--- src/rtl/adder_tree_pkg.sv ---
// Shared definitions for the pipelined adder tree: legality checks, depth and
// per-level width helpers used by the tree, its interface and the testbench.
package adder_tree_pkg;

    localparam int unsigned DEF_NUM_OPS = 8;
    localparam int unsigned DEF_IN_W    = 8;
    localparam int unsigned DEF_TAG_W   = 4;
    // Level-1 adders are fixed 8-bit ripple-carry cells.
    localparam int unsigned RCA_W       = 8;

    function automatic int unsigned clog2(input int unsigned v);
        int unsigned r;
        r = 0;
        while ((32'd1 << r) < v) r++;
        return r;
    endfunction

    function automatic bit num_ops_legal(input int unsigned n);
        return (n == 2) || (n == 4) || (n == 8) || (n == 16);
    endfunction

    function automatic int unsigned lvl_w(input int unsigned in_w, input int unsigned lvl);
        return in_w + lvl;
    endfunction

endpackage

--- src/rtl/adder_tree_8bit_pipe_if.sv ---
// Operand-set stream in, sum stream out; both directions use valid/ready.
interface adder_tree_8bit_pipe_if
    import adder_tree_pkg::*;
#(
    parameter int unsigned NUM_OPS = DEF_NUM_OPS,
    parameter int unsigned IN_W    = DEF_IN_W,
    parameter int unsigned TAG_W   = DEF_TAG_W
);
    localparam int unsigned OUT_W = lvl_w(IN_W, clog2(NUM_OPS));

    logic                    in_valid;
    logic                    in_ready;
    logic [NUM_OPS*IN_W-1:0] in_ops;
    logic [TAG_W-1:0]        in_tag;
    logic                    out_valid;
    logic                    out_ready;
    logic [OUT_W-1:0]        out_sum;
    logic [TAG_W-1:0]        out_tag;

    modport master (
        output in_valid, in_ops, in_tag, out_ready,
        input  in_ready, out_valid, out_sum, out_tag
    );

    modport slave (
        input  in_valid, in_ops, in_tag, out_ready,
        output in_ready, out_valid, out_sum, out_tag
    );
endinterface

--- src/rtl/full_adder_acc.sv ---
// Single-bit full adder cell used to build the ripple chains.
module full_adder_acc (
    input  logic a,
    input  logic b,
    input  logic cin,
    output logic sum,
    output logic cout
);
    assign sum  = a ^ b ^ cin;
    assign cout = (a & b) | (cin & (a ^ b));
endmodule

--- src/rtl/half_adder.sv ---
// Single-bit half adder cell.
module half_adder (
    input  logic a,
    input  logic b,
    output logic sum,
    output logic cout
);
    assign sum  = a ^ b;
    assign cout = a & b;
endmodule

--- src/rtl/rca_8bit.sv ---
// 8-bit ripple-carry adder: half adder at bit 0, full adders above.
module rca_8bit (
    input  logic [7:0] a,
    input  logic [7:0] b,
    output logic [7:0] sum,
    output logic       cout
);
    logic [7:0] carry;

    half_adder u_ha (.a(a[0]), .b(b[0]), .sum(sum[0]), .cout(carry[0]));

    for (genvar i = 1; i < 8; i++) begin : g_fa
        full_adder_acc u_fa (
            .a   (a[i]),
            .b   (b[i]),
            .cin (carry[i-1]),
            .sum (sum[i]),
            .cout(carry[i])
        );
    end

    assign cout = carry[7];
endmodule

--- src/rtl/rca_nbit.sv ---
// W-bit ripple-carry adder, same cell structure as rca_8bit.
module rca_nbit #(
    parameter int unsigned W = 8
) (
    input  logic [W-1:0] a,
    input  logic [W-1:0] b,
    output logic [W-1:0] sum,
    output logic         cout
);
    logic [W-1:0] carry;

    half_adder u_ha (.a(a[0]), .b(b[0]), .sum(sum[0]), .cout(carry[0]));

    for (genvar i = 1; i < W; i++) begin : g_fa
        full_adder_acc u_fa (
            .a   (a[i]),
            .b   (b[i]),
            .cin (carry[i-1]),
            .sum (sum[i]),
            .cout(carry[i])
        );
    end

    assign cout = carry[W-1];
endmodule

--- src/rtl/adder_tree_8bit_pipe.sv ---
// Pipelined pairwise reduction tree: one register slice per level, each level
// joined to the next by valid/ready so the whole tree absorbs backpressure.
module adder_tree_8bit_pipe
    import adder_tree_pkg::*;
#(
    parameter int unsigned NUM_OPS = DEF_NUM_OPS,
    parameter int unsigned IN_W    = DEF_IN_W,
    parameter int unsigned TAG_W   = DEF_TAG_W
) (
    input logic                   clk,
    input logic                   rst_n,
    adder_tree_8bit_pipe_if.slave bus
);
    localparam int unsigned LVLS  = clog2(NUM_OPS);
    localparam int unsigned OUT_W = lvl_w(IN_W, LVLS);

    if (!num_ops_legal(NUM_OPS)) begin : g_bad_num_ops
        $error("adder_tree_8bit_pipe: NUM_OPS must be 2, 4, 8 or 16");
    end
    if (IN_W != RCA_W) begin : g_bad_in_w
        $error("adder_tree_8bit_pipe: IN_W must be 8");
    end

    logic [LVLS:1]             valid_q;
    logic [LVLS:1]             adv;
    logic [LVLS:1]             vin;
    logic [LVLS:1][TAG_W-1:0]  tag_q;
    logic [LVLS:1][TAG_W-1:0]  tin;

    // Advance chain resolves from the output backwards; in_ready is its tail.
    always_comb begin
        logic nxt;
        adv = '0;
        nxt = bus.out_ready;
        for (int l = LVLS; l >= 1; l--) begin
            adv[l] = !valid_q[l] || nxt;
            nxt    = adv[l];
        end
    end

    always_comb begin
        vin    = '0;
        tin    = '0;
        vin[1] = bus.in_valid;
        tin[1] = bus.in_tag;
        for (int l = 2; l <= LVLS; l++) begin
            vin[l] = valid_q[l-1];
            tin[l] = tag_q[l-1];
        end
    end

    always_ff @(posedge clk or negedge rst_n) begin
        if (!rst_n) begin
            valid_q <= '0;
            tag_q   <= '0;
        end else begin
            for (int l = 1; l <= LVLS; l++) begin
                if (adv[l]) begin
                    valid_q[l] <= vin[l];
                    if (vin[l]) tag_q[l] <= tin[l];
                end
            end
        end
    end

    for (genvar l = 1; l <= LVLS; l++) begin : g_lvl
        localparam int unsigned N = NUM_OPS >> l;
        localparam int unsigned W = lvl_w(IN_W, l);

        logic [2*N*(W-1)-1:0] src;
        logic [N*W-1:0]       sum_d;
        logic [N*W-1:0]       sum_q;

        if (l == 1) begin : g_src_in
            assign src = bus.in_ops;
        end else begin : g_src_lvl
            assign src = g_lvl[l-1].sum_q;
        end

        for (genvar p = 0; p < N; p++) begin : g_add
            if (l == 1) begin : g_rca8
                rca_8bit u_rca (
                    .a   (src[(2*p)*(W-1) +: W-1]),
                    .b   (src[(2*p+1)*(W-1) +: W-1]),
                    .sum (sum_d[p*W +: W-1]),
                    .cout(sum_d[p*W + W-1])
                );
            end else begin : g_rcan
                rca_nbit #(.W(W-1)) u_rca (
                    .a   (src[(2*p)*(W-1) +: W-1]),
                    .b   (src[(2*p+1)*(W-1) +: W-1]),
                    .sum (sum_d[p*W +: W-1]),
                    .cout(sum_d[p*W + W-1])
                );
            end
        end

        // Data only loads with a valid set, so idle X operands never reach the regs.
        always_ff @(posedge clk or negedge rst_n) begin
            if (!rst_n) begin
                sum_q <= '0;
            end else if (adv[l] && vin[l]) begin
                sum_q <= sum_d;
            end
        end
    end

    assign bus.in_ready  = adv[1];
    assign bus.out_valid = valid_q[LVLS];
    assign bus.out_tag   = tag_q[LVLS];
    assign bus.out_sum   = g_lvl[LVLS].sum_q;

endmodule

--- src/flat_wrapper.sv ---
// flat-port wrapper written by rule: the top's interface ports become plain ports
module adder_tree_8bit_pipe_flat import adder_tree_pkg::*;
#(
    parameter int unsigned NUM_OPS = DEF_NUM_OPS,
    parameter int unsigned IN_W    = DEF_IN_W,
    parameter int unsigned TAG_W   = DEF_TAG_W
)
  (clk, rst_n, bus_in_valid, bus_in_ops, bus_in_tag, bus_out_ready, bus_in_ready, bus_out_valid, bus_out_sum, bus_out_tag);
  adder_tree_8bit_pipe_if #(.NUM_OPS(NUM_OPS), .IN_W(IN_W), .TAG_W(TAG_W)) bus_i ();
  input logic clk;
  input logic rst_n;
  input wire logic [$bits(bus_i.in_valid)-1:0] bus_in_valid;
  input wire logic [$bits(bus_i.in_ops)-1:0] bus_in_ops;
  input wire logic [$bits(bus_i.in_tag)-1:0] bus_in_tag;
  input wire logic [$bits(bus_i.out_ready)-1:0] bus_out_ready;
  output wire logic [$bits(bus_i.in_ready)-1:0] bus_in_ready;
  output wire logic [$bits(bus_i.out_valid)-1:0] bus_out_valid;
  output wire logic [$bits(bus_i.out_sum)-1:0] bus_out_sum;
  output wire logic [$bits(bus_i.out_tag)-1:0] bus_out_tag;
  assign bus_i.in_valid = bus_in_valid;
  assign bus_i.in_ops = bus_in_ops;
  assign bus_i.in_tag = bus_in_tag;
  assign bus_i.out_ready = bus_out_ready;
  assign bus_in_ready = bus_i.in_ready;
  assign bus_out_valid = bus_i.out_valid;
  assign bus_out_sum = bus_i.out_sum;
  assign bus_out_tag = bus_i.out_tag;
  adder_tree_8bit_pipe #(.NUM_OPS(NUM_OPS), .IN_W(IN_W), .TAG_W(TAG_W)) u_core (.clk(clk), .rst_n(rst_n), .bus(bus_i));
endmodule
--- config.mk ---
export PLATFORM = sky130hd
export DESIGN_NAME = adder_tree_8bit_pipe_flat
export DESIGN_NICKNAME = d
export VERILOG_FILES = /design/src/rtl/adder_tree_pkg.sv /design/src/rtl/adder_tree_8bit_pipe_if.sv /design/src/rtl/full_adder_acc.sv /design/src/rtl/half_adder.sv /design/src/rtl/rca_8bit.sv /design/src/rtl/rca_nbit.sv /design/src/rtl/adder_tree_8bit_pipe.sv /design/src/flat_wrapper.sv
export SDC_FILE = /design/constraint.sdc
export NUM_CORES = 1
export LEC_CHECK = 0
export ABC_AREA = 1
export CAP_MARGIN = 10
export CORE_ASPECT_RATIO = 0.5
export CORE_MARGIN = 10
export CORE_UTILIZATION = 58
export CTS_BUF_LIST = sky130_fd_sc_hd__clkbuf_2 sky130_fd_sc_hd__clkbuf_4 sky130_fd_sc_hd__clkbuf_8
export CTS_CLUSTER_DIAMETER = 60
export DETAILED_ROUTE_END_ITERATION = 6
export PLACE_DENSITY_LB_ADDON = 0.12
export RECOVER_POWER = 100
export SETUP_SLACK_MARGIN = 0.5
export SLEW_MARGIN = 15
export SYNTH_ARGS = -nofsm -noshare
export SYNTH_HDL_FRONTEND = slang
export SYNTH_SLANG_ARGS = --single-unit
--- constraint.sdc ---
create_clock -name clk -period 10 [get_ports clk]
set_input_delay 1.5 -clock clk [delete_from_list [all_inputs] [get_ports clk]]
set_output_delay 1.5 -clock clk [all_outputs]
set_load 0.02 [all_outputs]
-- Word level (Yosys, flattened, before mapping)
Index checks and enable logic that the tools add are counted.
Widths: inputs -> output; s select.
- bits in registers: 82
- output and inout port bits: 17
- reduce and logical (&&, ||, !) cells: 12
- bitwise gates (word level): 279
- operators with widths (cell ; number):
    $and 1x1->1 ; 113
    $xor 1x1->1 ; 113
    $or 1x1->1 ; 53
    $reduce_and 2->1 ; 3
    $logic_and 1x1->1 ; 3
    $logic_not 1->1 ; 3
    $logic_or 1x1->1 ; 3

-- Depth between registers and ports, before layout
Gate-level depths: netlist of the first run.
- depth after elaboration: 19
- mapped depth: 12
- gate-level depth less buffers: 12

-- Modules after synthesis
Synthesis of the first run repeated with hierarchy kept, for this count alone.
- cells, all modules: 417
- area, all modules: 4426.7 um2
- modules (own cells, without submodules) (module ; area an instance (um2) ; cells each ; times used ; sequential area each (um2)):
    adder_tree_8bit_pipe ; 3278.1 ; 357 ; 1 ; 2052.0
    full_adder_acc ; 20.0 ; 1 ; 53 ; 0.0
    half_adder ; 12.5 ; 1 ; 7 ; 0.0

-- Worst setup path before layout of the first run
No wires, ideal clock.
- path type: input to register
- start: input bus_in_ops[32]
- end: register u_core.g_lvl[1].sum_q[25]
- arrival: 4.583 ns
- stages: 12
- buffers on the path: 0
- data required time: 9.934 ns
- slack: 5.351 ns
- cell sequence: ha_1 fa_1 fa_1 fa_1 fa_1 fa_1 fa_1 inv_1 fa_1 inv_1 nand3_1 nand2_1
- cells in the longest elaborated chain, start to end: 14
- RTL lines (what ; RTL line ; text):
    start, declared ; flat_wrapper.sv:13 ; input wire logic [$bits(bus_i.in_ops)-1:0] bus_in_ops;
    $and 1x1->1 ; half_adder.sv:9 ; assign cout = a & b;
    $and 1x1->1 ; full_adder_acc.sv:10 ; assign cout = (a & b) | (cin & (a ^ b));
    $or 1x1->1 ; full_adder_acc.sv:10 ;
    $and 1x1->1 ; full_adder_acc.sv:10 ;
    $or 1x1->1 ; full_adder_acc.sv:10 ;
    $and 1x1->1 ; full_adder_acc.sv:10 ;
    $or 1x1->1 ; full_adder_acc.sv:10 ;
    $and 1x1->1 ; full_adder_acc.sv:10 ;
    $or 1x1->1 ; full_adder_acc.sv:10 ;
    $and 1x1->1 ; full_adder_acc.sv:10 ;
    $or 1x1->1 ; full_adder_acc.sv:10 ;
    $and 1x1->1 ; full_adder_acc.sv:10 ;
    $or 1x1->1 ; full_adder_acc.sv:10 ;
    $xor 1x1->1 ; full_adder_acc.sv:9 ; assign sum = a ^ b ^ cin;
    end signal, assigned ; adder_tree_8bit_pipe.sv:103 ; sum_q <= sum_d;
    end, declared ; adder_tree_8bit_pipe.sv:72 ; logic [N*W-1:0] sum_q;
Every way passes these cells.
A chain may end at the register's enable or synchronous reset.

-- Worst setup path after layout of the first run
- start: input bus_out_ready
- end: output bus_in_ready
- cells in the longest elaborated chain, start to end: 3
- RTL lines (what ; RTL line ; text):
    start, declared ; flat_wrapper.sv:15 ; input wire logic [$bits(bus_i.out_ready)-1:0] bus_out_ready;
    $logic_or 1x1->1 (3 in series) ; adder_tree_8bit_pipe.sv:36 ; adv[l] = !valid_q[l] || nxt;
    end, declared ; flat_wrapper.sv:16 ; output wire logic [$bits(bus_i.in_ready)-1:0] bus_in_ready;
Every way passes these cells.

==> results of run 1 <==
## metal layers
metal  track usage [%]  up-vias  share of wire, %
met1              22.9     1542                45
met3              6.55        9               8.9
met5                 0        -                 0
met2              26.7       85                45
li1                  -     1517                 -
met4              5.31        0              0.96
## cells by family (layout without fill, tap and decap cells)
logic type / after synthesis / after routing
buffers and inverters: 58 / 136
flip-flops: 82 / 82
adder cells (fa/ha/maj): 60 / 60
AO/OA/AOI/OAI: 6 / 6
AND/OR/NAND/NOR: 234 / 234
## power breakdown
group / switching [W] / internal [W] / total (W) / leakage (nW)
clock: 0.000117 / 0.000150 / 0.000266 / 0.111
sequential: 0.0000838 / 0.000442 / 0.000526 / 1.01
combinational: 0.000269 / 0.000226 / 0.000495 / 1.65
total: 0.000470 / 0.000817 / 0.00129 / 2.76
## worst max-delay path by stage
stage                                      endpoint      startpoint  slack [ns]
after floorplan           u_core.g_lvl[1].sum_q[25]  bus_in_ops[32]        5.35
after global placement    u_core.g_lvl[1].sum_q[34]  bus_in_ops[48]        4.78
after detailed placement   u_core.g_lvl[1].sum_q[7]   bus_in_ops[0]        4.74
after CTS                  u_core.g_lvl[1].sum_q[7]   bus_in_ops[0]        5.10
after global routing                   bus_in_ready   bus_out_ready        3.50
final                                  bus_in_ready   bus_out_ready        3.69
## cell usage in the layout (no fill, tap or decap), drive strengths merged
master	synthesis	routed
ha	7	7
buf	14	1
nand2	159	159
clkinvlp	0	1
fa	53	53
clkbuf	14	14
bufinv	0	2
nand3	74	74
clkdlybuf4s50	0	69
nand4	1	1
dlygate4sd3	0	18
clkinv	0	1
dfrtp	82	82
inv	30	30
o21ai	6	6
## flip-flops by register name, indices dropped and copies added, names as in the netlist
signal and cells:
u_core.g_lvl.sum_q 56, u_core.bus.out_sum 11, u_core.tag_q 8, u_core.bus.out_tag 4, u_core.valid_q 3
## cell type report
class / count / share of cell area (%)
clock buffers: 12 / 2.64
clock inverters: 4 / 1.38
inverters: 30 / 2.03
multi-input cells: 300 / 38.8
flip-flops and latches: 82 / 37.0
well taps: 96 / 2.17
repair buffers: 90 / 16.0
## worst min-delay path, stage by stage (launching register included)
cell,delay (ns)
dfrtp_1,0.34
nand2_1,0.05
nand2_1,0.04
## per-stage QoR
step           worst slack [ns]  cells
4_1_cts                    5.10    614
3_3_place_gp               4.78    598
5_1_grt                    3.50    614
3_5_place_dp               4.74    598
2_1_floorplan              5.35    440
6_report                   3.69    614
==> run summary, run 1 <==
The average detailed-routed wire length per instance was 15.5 µm; the clock skew was 0.0107 ns. The count of maximum capacitance violations came out at 3. The overall routing resource usage was 17.4%; the number of primary I/O pins was 89. The worst setup path is launched from a primary input. The flow ran to the end, but the final reports show violations. The signal on the critical path passes through dlygate4sd3_1, inv_1, nand4_1, dlygate4sd3_1.

For the DRC violations left, the log shows 0. Counting stages on the worst path, the most repeated cell is dlygate4sd3_1. 0 antenna diodes ended up in the layout. For the summed negative setup slack over all endpoints, the log shows 0 ns. For this run, the post-layout net count is 645. The run gives 3,308 as the number of global-route vias before repair. The worst setup path is of the primary input to output pin kind. The endpoint identified for the worst register-to-register timing path is u_core.bus.out_sum[9].

The synthesized netlist devotes 22.2% of its cell area to simple gates. Yosys printed 0 warnings. The multi-input combinational cells in the finished layout cover a total of 0.00215 mm². Initial antenna violation count: 0.

The adder and majority gate portion of the synthesized area was 25.6%. For the cell area after synthesis, the log shows 0.00448 mm². The maximum root-to-sink buffer count was 2.

In this run the cell area measured after placement is 0.00535 mm². The tools report the total number of vias as 3,153. The die width was 144 µm. Counting flops and latches in the post-synthesis netlist gives 82. For this design, the sink count on the clock tree is 82. The tools report the number of detailed-routing iterations run before antenna repair as 4. Number of buffer and inverter instances along the worst setup path: 3.

The portion of synthesized area spent on multiplexers is 0%. The count of fill cells added during filler insertion was 544; the number of max-slew violations in the final report was 165. The sink of the worst hold path was u_core.bus.out_sum[2]. The worst hold margin came out at 0.468 ns. Wires add up to 9.52 mm. Buffers added to address setup during post-CTS repair amount to 0. The run gives 0 as the number of endpoints with negative hold slack in the final report. For the H-tree depth, the log shows 3. The tools report the cell chosen for the clock root as clkbuf_8. The half-perimeter wire length after detailed placement was 7.13 mm. The data required time of the critical path is 8.50 ns.

The element type at the critical path end was an output pin. Port buffering added 88 buffers. Yosys instantiated no cell more often than nand2_1. After synthesis, the share of flip-flops with an asynchronous set or reset is 100%. The top cell type by area accounts for 45.8% of the synthesized area. The xor-xnor portion of the synthesized cell area is 0%. The path class of the tightest hold or removal check is flip-flop to flip-flop. For the count of final setup violators, the log shows 0. Across the VDD grid, the largest voltage drop is 90.7 µV. The clock-pin slew reported for the worst setup and hold paths after clock tree synthesis was 0.08 ns. For the number of nets with antenna violations after routing, the log shows 0.

The total stage count of the critical path came out at 4. The post-route netlist has 3.28% of its cells at a drive strength greater than 1. The first global-routing pass estimated 16.0 mm of wire. For this design the static power due to leakage is 2.76 nW.

The number of hold buffers added after CTS was 0. The sequential cells in the finished layout cover a total of 0.00205 mm². The congestion estimate from routability-driven global placement came to 0.839. The floorplan step defined a die boundary enclosing 0.0119 mm². Setup slack on the worst reg-to-reg path comes out at 5.26 ns.

TritonCTS built the clock tree. The launch point of the worst reg-to-reg path was u_core.g_lvl[2].sum_q[10]. The main combinational cell family by area after synthesis is adder cells. The largest single stage delay on the critical path is 1.44 ns. The total of cells resized after clock tree synthesis is 0, and the headroom to the max-slew limit is -182%.

The cell family with the largest share of critical-path delay was buffers and inverters. Counting the buffers created by CTS gives 9. The slowest stage of the critical path is the nand4_1 cell. The tools report the startpoint of the tightest hold check path as u_core.bus.out_sum[2]. Measured in cells, the most critical reg-to-reg path has a length of 12. In this run, the number of DRC markers left after iteration 0 of detailed routing was 209. For the finished layout, the period the worst path requires is 6.31 ns. After floorplanning, the core was divided into 22 placement rows.

For the total power of the final layout, the log shows 0.00129 W. For the post-route cell area, the log shows 0.00555 mm². By area the synthesized netlist is led by dfrtp_1 (46%), fa_1 (24%), nand2_1 (13%).

The tools report the core area as 0.00740 mm². The portion of the clock cycle consumed by the worst path in the final layout is 63.1%, and the power per unit of standard cell area is 232 mW/mm². The maximum number of pins on one net before global-route repair came out at 83. Among all flip-flop cells after synthesis, the most frequent one is dfrtp_1.

The pin slew with the least headroom to its limit was 4.23 ns; the compound-gate portion of the synthesized area was 0.670%. The final reports fail on max-capacitance violations, max-slew violations. Yosys mapped a number of flops with a built-in enable equal to 0.

For this configuration, the core starts out at a cell density of 60.5%. Peak clock frequency supported by timing: 0.158 GHz. After synthesis, the mean cell area works out to 10.2 µm². The maximum net fanout on the critical path is 43. The number of nets handed over by synthesis was 572. After detailed routing, the number of vias per cell comes to 5.14. Summed over all layers, the global routing overflow is 0. The latest clock arrival within the worst-skew pair came out at 0.36 ns. By count the netlist is led by nand2_1 (158), dfrtp_1 (82), nand3_1 (73). The synthesized design spends more area on one cell type than any other, namely dfrtp_1. Setup repair after global routing left no endpoint under its margin. The signal arrival time at the worst endpoint was 4.81 ns. Distinct cell type count of the synthesized netlist: 13. The post-layout utilization of the core was 74.9%; the worst hold path cell count was 2. Synthesis produced 440 cells. Sequential elements use 45.8% of the synthesized area.

From synthesis to final layout, the design area changed by 23.7%. The die boundary height was 82.2 µm.
(Power assumes the default switching activity.)
==> run 2: changes to the inputs <==
--- a/config.mk
+++ b/config.mk
@@ -9,7 +9,7 @@
 export CAP_MARGIN = 10
 export CORE_ASPECT_RATIO = 0.5
 export CORE_MARGIN = 10
-export CORE_UTILIZATION = 58
+export CORE_UTILIZATION = 54
 export CTS_BUF_LIST = sky130_fd_sc_hd__clkbuf_2 sky130_fd_sc_hd__clkbuf_4 sky130_fd_sc_hd__clkbuf_8
 export CTS_CLUSTER_DIAMETER = 60
 export DETAILED_ROUTE_END_ITERATION = 6
==> constraint.sdc (replaced) <==
create_clock -name clk -period 6.2 [get_ports clk]
set_input_delay 0.93 -clock clk [delete_from_list [all_inputs] [get_ports clk]]
set_output_delay 0.93 -clock clk [all_outputs]
set_load 0.02 [all_outputs]
==> run summary, run 2 (synthesis results as in run 1) <==
The flow ran to the end, but the final reports show violations. The final reports fail on max-capacitance violations, max-slew violations. The tools report the initial core utilization as 55.8% (-4.7 points).

The headroom to the max-slew limit is -179% (+3.6 points), and the leakage component of the power is 2.74 nW (-0.74%). Dividing the final minimum period by the clock period gives 81.8%. The startpoint of the tightest hold check path is u_core.bus.out_tag[0].

The half-perimeter wire length after detailed placement was 7.21 mm (+1.1%); the number of detailed-routing iterations run before antenna repair was 4 (unchanged). The DRC violations left is 0 (unchanged), and the signal arrival time at the worst endpoint is 4.14 ns (-0.67 ns). The clock skew is 0.0116 ns (+0.000978 ns), and the maximum net fanout on the critical path is 43 (unchanged). The path depth of the worst reg2reg path was 12 (unchanged). The weighted congestion reported at the end of routability-driven placement was 0.805 (-4.1%); the flip-flop count of the largest register after layout was 56 (unchanged). The run gives 0 (unchanged) as the number of endpoints with negative hold slack in the final report. The library cell used most frequently in the layout, excluding fill and tap cells, is nand2_1. The min-delay analysis places its worst path in the category flip-flop to flip-flop.

Maximum single-stage delay on the critical path: 1.37 ns (-0.07 ns). The logs give 89 (unchanged) for the number of primary I/O pins and 0.471 ns (+0.00245 ns) for the worst hold margin. The tools report the floorplan die area as 0.0126 mm² (+6.0%). For the worst vdd rail ir drop, the log shows 162 µV (+79%). Total power of the final layout: 0.00199 W (+54%). For the core area, the log shows 0.00803 mm² (+8.4%).

The tools report the quantity of hold-fixing buffers added after cts as 0 (unchanged). The total number of vias was 3,081 (-2.3%). The run gives 1.50 ns (-3.76 ns) as the register-to-register setup slack.

The cell chosen for the clock root was clkbuf_8. The logs give 0 (unchanged) for the post-CTS setup-driven buffer insertion count and 3 (unchanged) for the H-tree depth. The average detailed-routed wire length per instance is 14.8 µm (-4.4%).

The number of nets in the layout came out at 645 (unchanged). The top cell types in the final layout, fill and taps aside, are nand2_1 (159), dfrtp_1 (82), nand3_1 (74), clkdlybuf4s50_1 (68), fa_1 (53). The overall routing resource usage was 16.2% (-1.2 points).

The die width works out to 149 µm (+3.1%). More flip-flops sit in one register than any other, and that register is u_core.g_lvl.sum_q. Total of buffers placed on input and output ports: 88 (unchanged). Among all stages on the critical path, the largest delay is contributed by nand4_1.

Count of final setup violators: 0 (unchanged). The maximum root-to-sink buffer count was 2 (unchanged); the pin slew with the least headroom to its limit was 4.18 ns (-0.0546 ns). The count of fill cells added during filler insertion is 625 (+15%), and the first-pass GRT wire length is 16.2 mm (+1.1%). The total of cells resized after clock tree synthesis is 0 (unchanged), and the clock-pin slew reported for the worst setup and hold paths after clock tree synthesis is 0.08 ns (about the same).

Diode insertion count for antenna repair: 0 (unchanged). The critical path is of the primary input to output pin type. The worst register-to-register path begins at u_core.g_lvl[2].sum_q[10]. The die boundary height was 84.4 µm (+2.8%); the CTS buffer count was 9 (unchanged).

TritonCTS built the clock tree. In this run the critical register-to-register path is captured at u_core.bus.out_sum[9]. The maximum number of pins on one net before global-route repair was 83 (unchanged). The data required time of the critical path was 5.27 ns (-3.23 ns); the power per unit of standard cell area was 360 mW/mm² (+55%). The worst path needs 5.07 ns of the cycle, external delays included.

The initial antenna violation count was 0 (unchanged); the total global routing overflow was 0 (unchanged). The tools report the multi-input logic area as 0.00215 mm² (unchanged). Setup repair after global routing left no endpoint under its margin.

The violation count after the first detailed-routing iteration was 259 (+24%); the final wirelength was 9.34 mm (-1.9%). The latest clock arrival within the worst-skew pair was 0.36 ns (about the same). The number of cell rows was 23 (+4.5%); the number of global-route vias before repair was 3,303 (-0.15%). Share of layout cells above drive strength 1: 3.47% (+0.19 points). The type of element launching the critical path is a primary input.

The number of nets with antenna violations after routing was 0 (unchanged). STA classifies the critical path endpoint as an output pin. The sink of the worst hold path was u_core.bus.out_tag[0].

The peak clock frequency supported by timing is 0.197 GHz, and the area growth from synthesis to final layout is 23.2%. The routed via count divided by cell count is 4.89 (-4.8%). The critical path goes through dlygate4sd3_1, inv_1, nand4_1, dlygate4sd3_1. The run gives 0.00205 mm² (unchanged) as the combined flip-flop and latch cell area.

The tools report the summed negative setup slack over all endpoints as 0 ns (unchanged). The worst hold path cell count is 2 (unchanged). The run gives 82 (unchanged) as the clock net sink count. In this design, the critical path's most frequently occurring cell is dlygate4sd3_1. Count of maximum capacitance violations: 2 (-1). The number of max-slew violations in the final report is 127 (-23%).
-- run 2: changes by cell type in the layout (fill, tap and decap cells not counted), sizes merged --
| cell | before | now |
|---|---|---|
| clkinv | 1 | 2 |
| clkdlybuf4s50 | 69 | 68 |
| buf | 1 | 2 |
| clkinvlp | 1 | 2 |
| clkbuf | 14 | 13 |
| bufinv | 2 | 0 |
| dlygate4sd3 | 18 | 19 |
-- run 2: cell type report --
| type | count | area share (%) |
|---|---|---|
| Multi-Input combinational cell | 300 | 39.0 |
| Clock buffer | 12 | 2.65 |
| Sequential cell | 82 | 37.2 |
| Inverter | 30 | 2.04 |
| Tap cell | 112 | 2.54 |
| Clock inverter | 4 | 0.521 |
| Timing Repair Buffer | 90 | 16.1 |
-- run 2: how the worst max path moves through the flow --
stage               slack [ns]  depth (start not counted)                        end                      start
floorplan                 1.67                         12      u_core.bus.out_sum[9]  u_core.g_lvl[2].sum_q[10]
global placement          1.55                         13  u_core.g_lvl[1].sum_q[34]             bus_in_ops[48]
detailed placement        1.51                         12      u_core.bus.out_sum[9]  u_core.g_lvl[2].sum_q[10]
CTS                       1.47                         12      u_core.bus.out_sum[9]  u_core.g_lvl[2].sum_q[10]
global route              0.81                          4               bus_in_ready              bus_out_ready
finish                    1.13                          4               bus_in_ready              bus_out_ready
-- run 2: routing by layer --
metal | part of all wire (%) | track usage [%] | up-vias
li1 | - | - | 1513
met2 | 45 | 23.9 | 82
met1 | 45 | 21.3 | 1478
met3 | 9.0 | 6.96 | 8
met4 | 0.77 | 4.52 | 0
met5 | 0 | 0 | -
-- run 2: through the flow --
stage | setup slack [ns] | utilization, % | instances | instance area (µm²)
floorplan | 1.67 | - | 440 | 4480
global placement | 1.55 | 66.9 | 614 | 5370
detailed placement | 1.51 | 66.9 | 614 | 5370
CTS | 1.47 | 69.1 | 630 | 5550
global route | 0.815 | 68.8 | 630 | 5520
finish | 1.13 | 68.8 | 630 | 5520
-- run 2: report_power, final --
group / internal [W] / switching, W / total [W]
Combinational: 0.000363 / 0.000431 / 0.000793
Clock: 0.000159 / 0.000187 / 0.000346
Sequential: 0.000713 / 0.000135 / 0.000849
-- run 2: worst max-delay path, delay by kind of cell --
family                 cells  cell delay (ns)
AND/OR/NAND/NOR            1             1.37
buffers and inverters      3             1.82
==> run 3: changes to the inputs <==
--- a/config.mk
+++ b/config.mk
@@ -9,7 +9,7 @@
 export CAP_MARGIN = 10
 export CORE_ASPECT_RATIO = 0.5
 export CORE_MARGIN = 10
-export CORE_UTILIZATION = 54
+export CORE_UTILIZATION = 48
 export CTS_BUF_LIST = sky130_fd_sc_hd__clkbuf_2 sky130_fd_sc_hd__clkbuf_4 sky130_fd_sc_hd__clkbuf_8
 export CTS_CLUSTER_DIAMETER = 60
 export DETAILED_ROUTE_END_ITERATION = 6
==> constraint.sdc (replaced) <==
create_clock -name clk -period 4.4 [get_ports clk]
set_input_delay 0.66 -clock clk [delete_from_list [all_inputs] [get_ports clk]]
set_output_delay 0.66 -clock clk [all_outputs]
set_load 0.02 [all_outputs]
==> run summary, run 3 (synthesis results as in run 1) <==
The number of buffer and inverter instances along the worst setup path came out at 1 (-2). Average detailed-routed wire length per instance: 15.3 µm (+3.3%). The logs give 64.2% (-4.6 points) for the post-layout utilization of the core and 50.4% (-5.4 points) for the initial core utilization. TritonCTS built the clock tree.

The placed cell area was 0.00544 mm² (+1.2%); the maximum net fanout on the critical path was 2 (-95%). The library cell used most frequently in the layout, excluding fill and tap cells, is nand2_1. The DRC violations left was 0 (unchanged); the number of endpoints with negative hold slack in the final report was 0 (unchanged).

The clock skew was 0.00828 ns (-0.00336 ns); the maximum number of pins on one net before global-route repair was 83 (unchanged). The total of buffers placed on input and output ports was 88 (unchanged). The logs give 3 (unchanged) for the H-tree depth and 3,137 (+1.8%) for the total number of vias.

Latest clock arrival within the worst-skew pair: 0.35 ns (about the same). The core area was 0.00889 mm² (+11%). The die boundary height came out at 88.3 µm (+4.6%).

Grouping stages by cell kind, the critical path spends the most delay in adder cells. The combined flip-flop and latch cell area came out at 0.00205 mm² (unchanged). The count of fill cells added during filler insertion was 758 (+21%); the routed via count divided by cell count was 4.89 (about the same). The total global routing overflow was 0 (unchanged).

The share of layout cells above drive strength 1 was 13.0% (+9.5 points). The element type at the critical path end was a flip-flop. The CTS buffer count was 9 (unchanged). The cell with the largest stage delay on the worst path was fa_1. Timing would allow up to 0.244 GHz.

For the violation count after the first detailed-routing iteration, the log shows 223 (-14%). The signal arrival time at the worst endpoint came out at 4.37 ns (+0.23 ns). The number of global-route vias before repair was 3,359 (+1.7%).

The leakage component of the power is 2.75 nW (+0.42%), and the diode insertion count for antenna repair is 0 (unchanged). Ranked by flip-flop count, first place goes to u_core.g_lvl.sum_q. The run finished, with violations left. The headroom to the max-slew limit is -32.7% (+150 points), and the worst vdd rail ir drop is 199 µV (+23%). The run gives 0 ns (unchanged) as the summed negative setup slack over all endpoints. The final critical path takes up 93.0% of the cycle. Compared with the post-synthesis result, the final layout area differs by 27.3%. In the layout the commonest cells are nand2_1 (159), dfrtp_1 (82), nand3_1 (74), clkdlybuf4s50_1 (67), fa_2 (33).

Number of max-slew violations in the final report: 83 (-35%). The run gives 0.789 (-2.0%) as the weighted congestion reported at the end of routability-driven placement. The tools report the number of nets in the layout as 651 (+0.93%).

The final wirelength was 9.82 mm (+5.1%); the initial antenna violation count was 0 (unchanged). The minimum clock period after layout came out at 4.09 ns. The pin slew with the least headroom to its limit was 1.99 ns (-2.19 ns). Maximum root-to-sink buffer count: 2 (unchanged). The number of detailed-routing iterations run before antenna repair came out at 4 (unchanged). The tools report the number of nets with antenna violations after routing as 0 (unchanged). The worst setup path is of the flip-flop to flip-flop kind. Overall routing resource usage: 15.0% (-1.1 points).

Walking the worst path, the cells encountered are ha_2, fa_2, fa_1, fa_2, fa_2, fa_2, fa_2, fa_2, fa_2, inv_2, fa_1, o21ai_2. The run gives 0.0138 mm² (+10%) as the floorplan die area. Quantity of hold-fixing buffers added after cts: 0 (unchanged).

The worst hold margin is 0.466 ns (-0.00462 ns). Setup repair after global routing could not meet its margin everywhere. The tools report the clock net sink count as 82 (unchanged). The multi-input logic area came out at 0.00227 mm² (+5.3%). The flip-flop count of the largest register after layout is 56 (unchanged), and the first-pass GRT wire length is 16.4 mm (+1.4%). For the half-perimeter wire length after detailed placement, the log shows 7.49 mm (+3.9%). The run gives 0.00570 mm² (+3.3%) as the post-route cell area.

The worst setup path is launched from a flip-flop. CTS placed an instance of clkbuf_8 at the clock tree root. The data required time of the critical path is 4.68 ns (-0.59 ns), and the total power of the final layout is 0.00292 W (+47%). In this design, the critical path's most frequently occurring cell is fa_2.

Count of final setup violators: 0 (unchanged). The maximum single-stage delay on the critical path is 0.41 ns (-0.96 ns). Die width: 157 µm (+5.3%).

The checks that failed: max-capacitance violations, max-slew violations. The number of cell rows was 24 (+4.3%). The number of primary I/O pins was 89 (unchanged). The worst min-delay path category is flip-flop to flip-flop. The clock-pin slew reported for the worst setup and hold paths after clock tree synthesis was 0.08 ns (about the same); the count of maximum capacitance violations was 1 (-1).

The power per unit of standard cell area was 513 mW/mm² (+42%).
==> run 3: layer usage <==
metal	part of all wire [%]	vias to the layer above	global-route usage [%]
met3	8.4	5	6.68
met2	43	75	22.2
li1	-	1530	-
met4	0.59	0	4.17
met1	48	1527	19.8
met5	0	-	0
==> run 3: per-stage QoR <==
step           instances  worst slack, ns
2_1_floorplan        440            0.444
3_3_place_gp         620           0.0163
3_5_place_dp         620          -0.0249
4_1_cts              639            0.375
5_1_grt              641            0.177
6_report             641            0.310
==> run 3: layout make-up <==
| class | instances | share of cell area, % |
|---|---|---|
| clock buffer | 13 | 2.92 |
| clock inverter | 3 | 0.417 |
| inverter | 30 | 1.97 |
| sequential | 82 | 36.0 |
| timing repair buffer | 96 | 16.4 |
| tap | 117 | 2.57 |
| multi-input combinational | 300 | 39.7 |
==> run 3: worst register-to-register path, stage by stage (launching register included) <==
cell	delay, ns
dfrtp_1	0.40
ha_2	0.19
fa_2	0.33
fa_1	0.39
fa_2	0.36
fa_2	0.35
fa_2	0.36
fa_2	0.35
fa_2	0.36
fa_2	0.35
inv_2	0.06
fa_1	0.41
o21ai_2	0.11
==> run 3: path summary, 6_finish.rpt <==
kind                                        endpoint                      from  cells past startpoint  slack (ns)
hold reg to reg                u_core.bus.out_tag[0]     u_core.bus.out_tag[0]                      2        0.47
min in group asynchronous  u_core.g_lvl[1].sum_q[25]                     rst_n                      1        0.85
setup reg to reg               u_core.bus.out_sum[9]  u_core.g_lvl[2].sum_q[0]                     12        0.31
setup / recovery               u_core.bus.out_sum[9]  u_core.g_lvl[2].sum_q[0]                     12        0.31
max in group asynchronous      u_core.bus.out_tag[0]                     rst_n                      1        2.36
hold / removal                 u_core.bus.out_tag[0]     u_core.bus.out_tag[0]                      2        0.47
==> run 3: report_power, final <==
part           leakage [nW]  internal, W  total, W  switching [W]
clock network        0.0927     0.000250  0.000516       0.000266
registers              1.01      0.00100   0.00120       0.000193
logic                  1.65     0.000570   0.00121       0.000641
total                  2.75      0.00182   0.00292        0.00110
==> run 3: repair_timing <==
item	CTS	global route
cloned	0	0
endpoints found under the setup margin	8	10
pin swaps	20	27
resized for setup	18	19
setup buffers	3	2
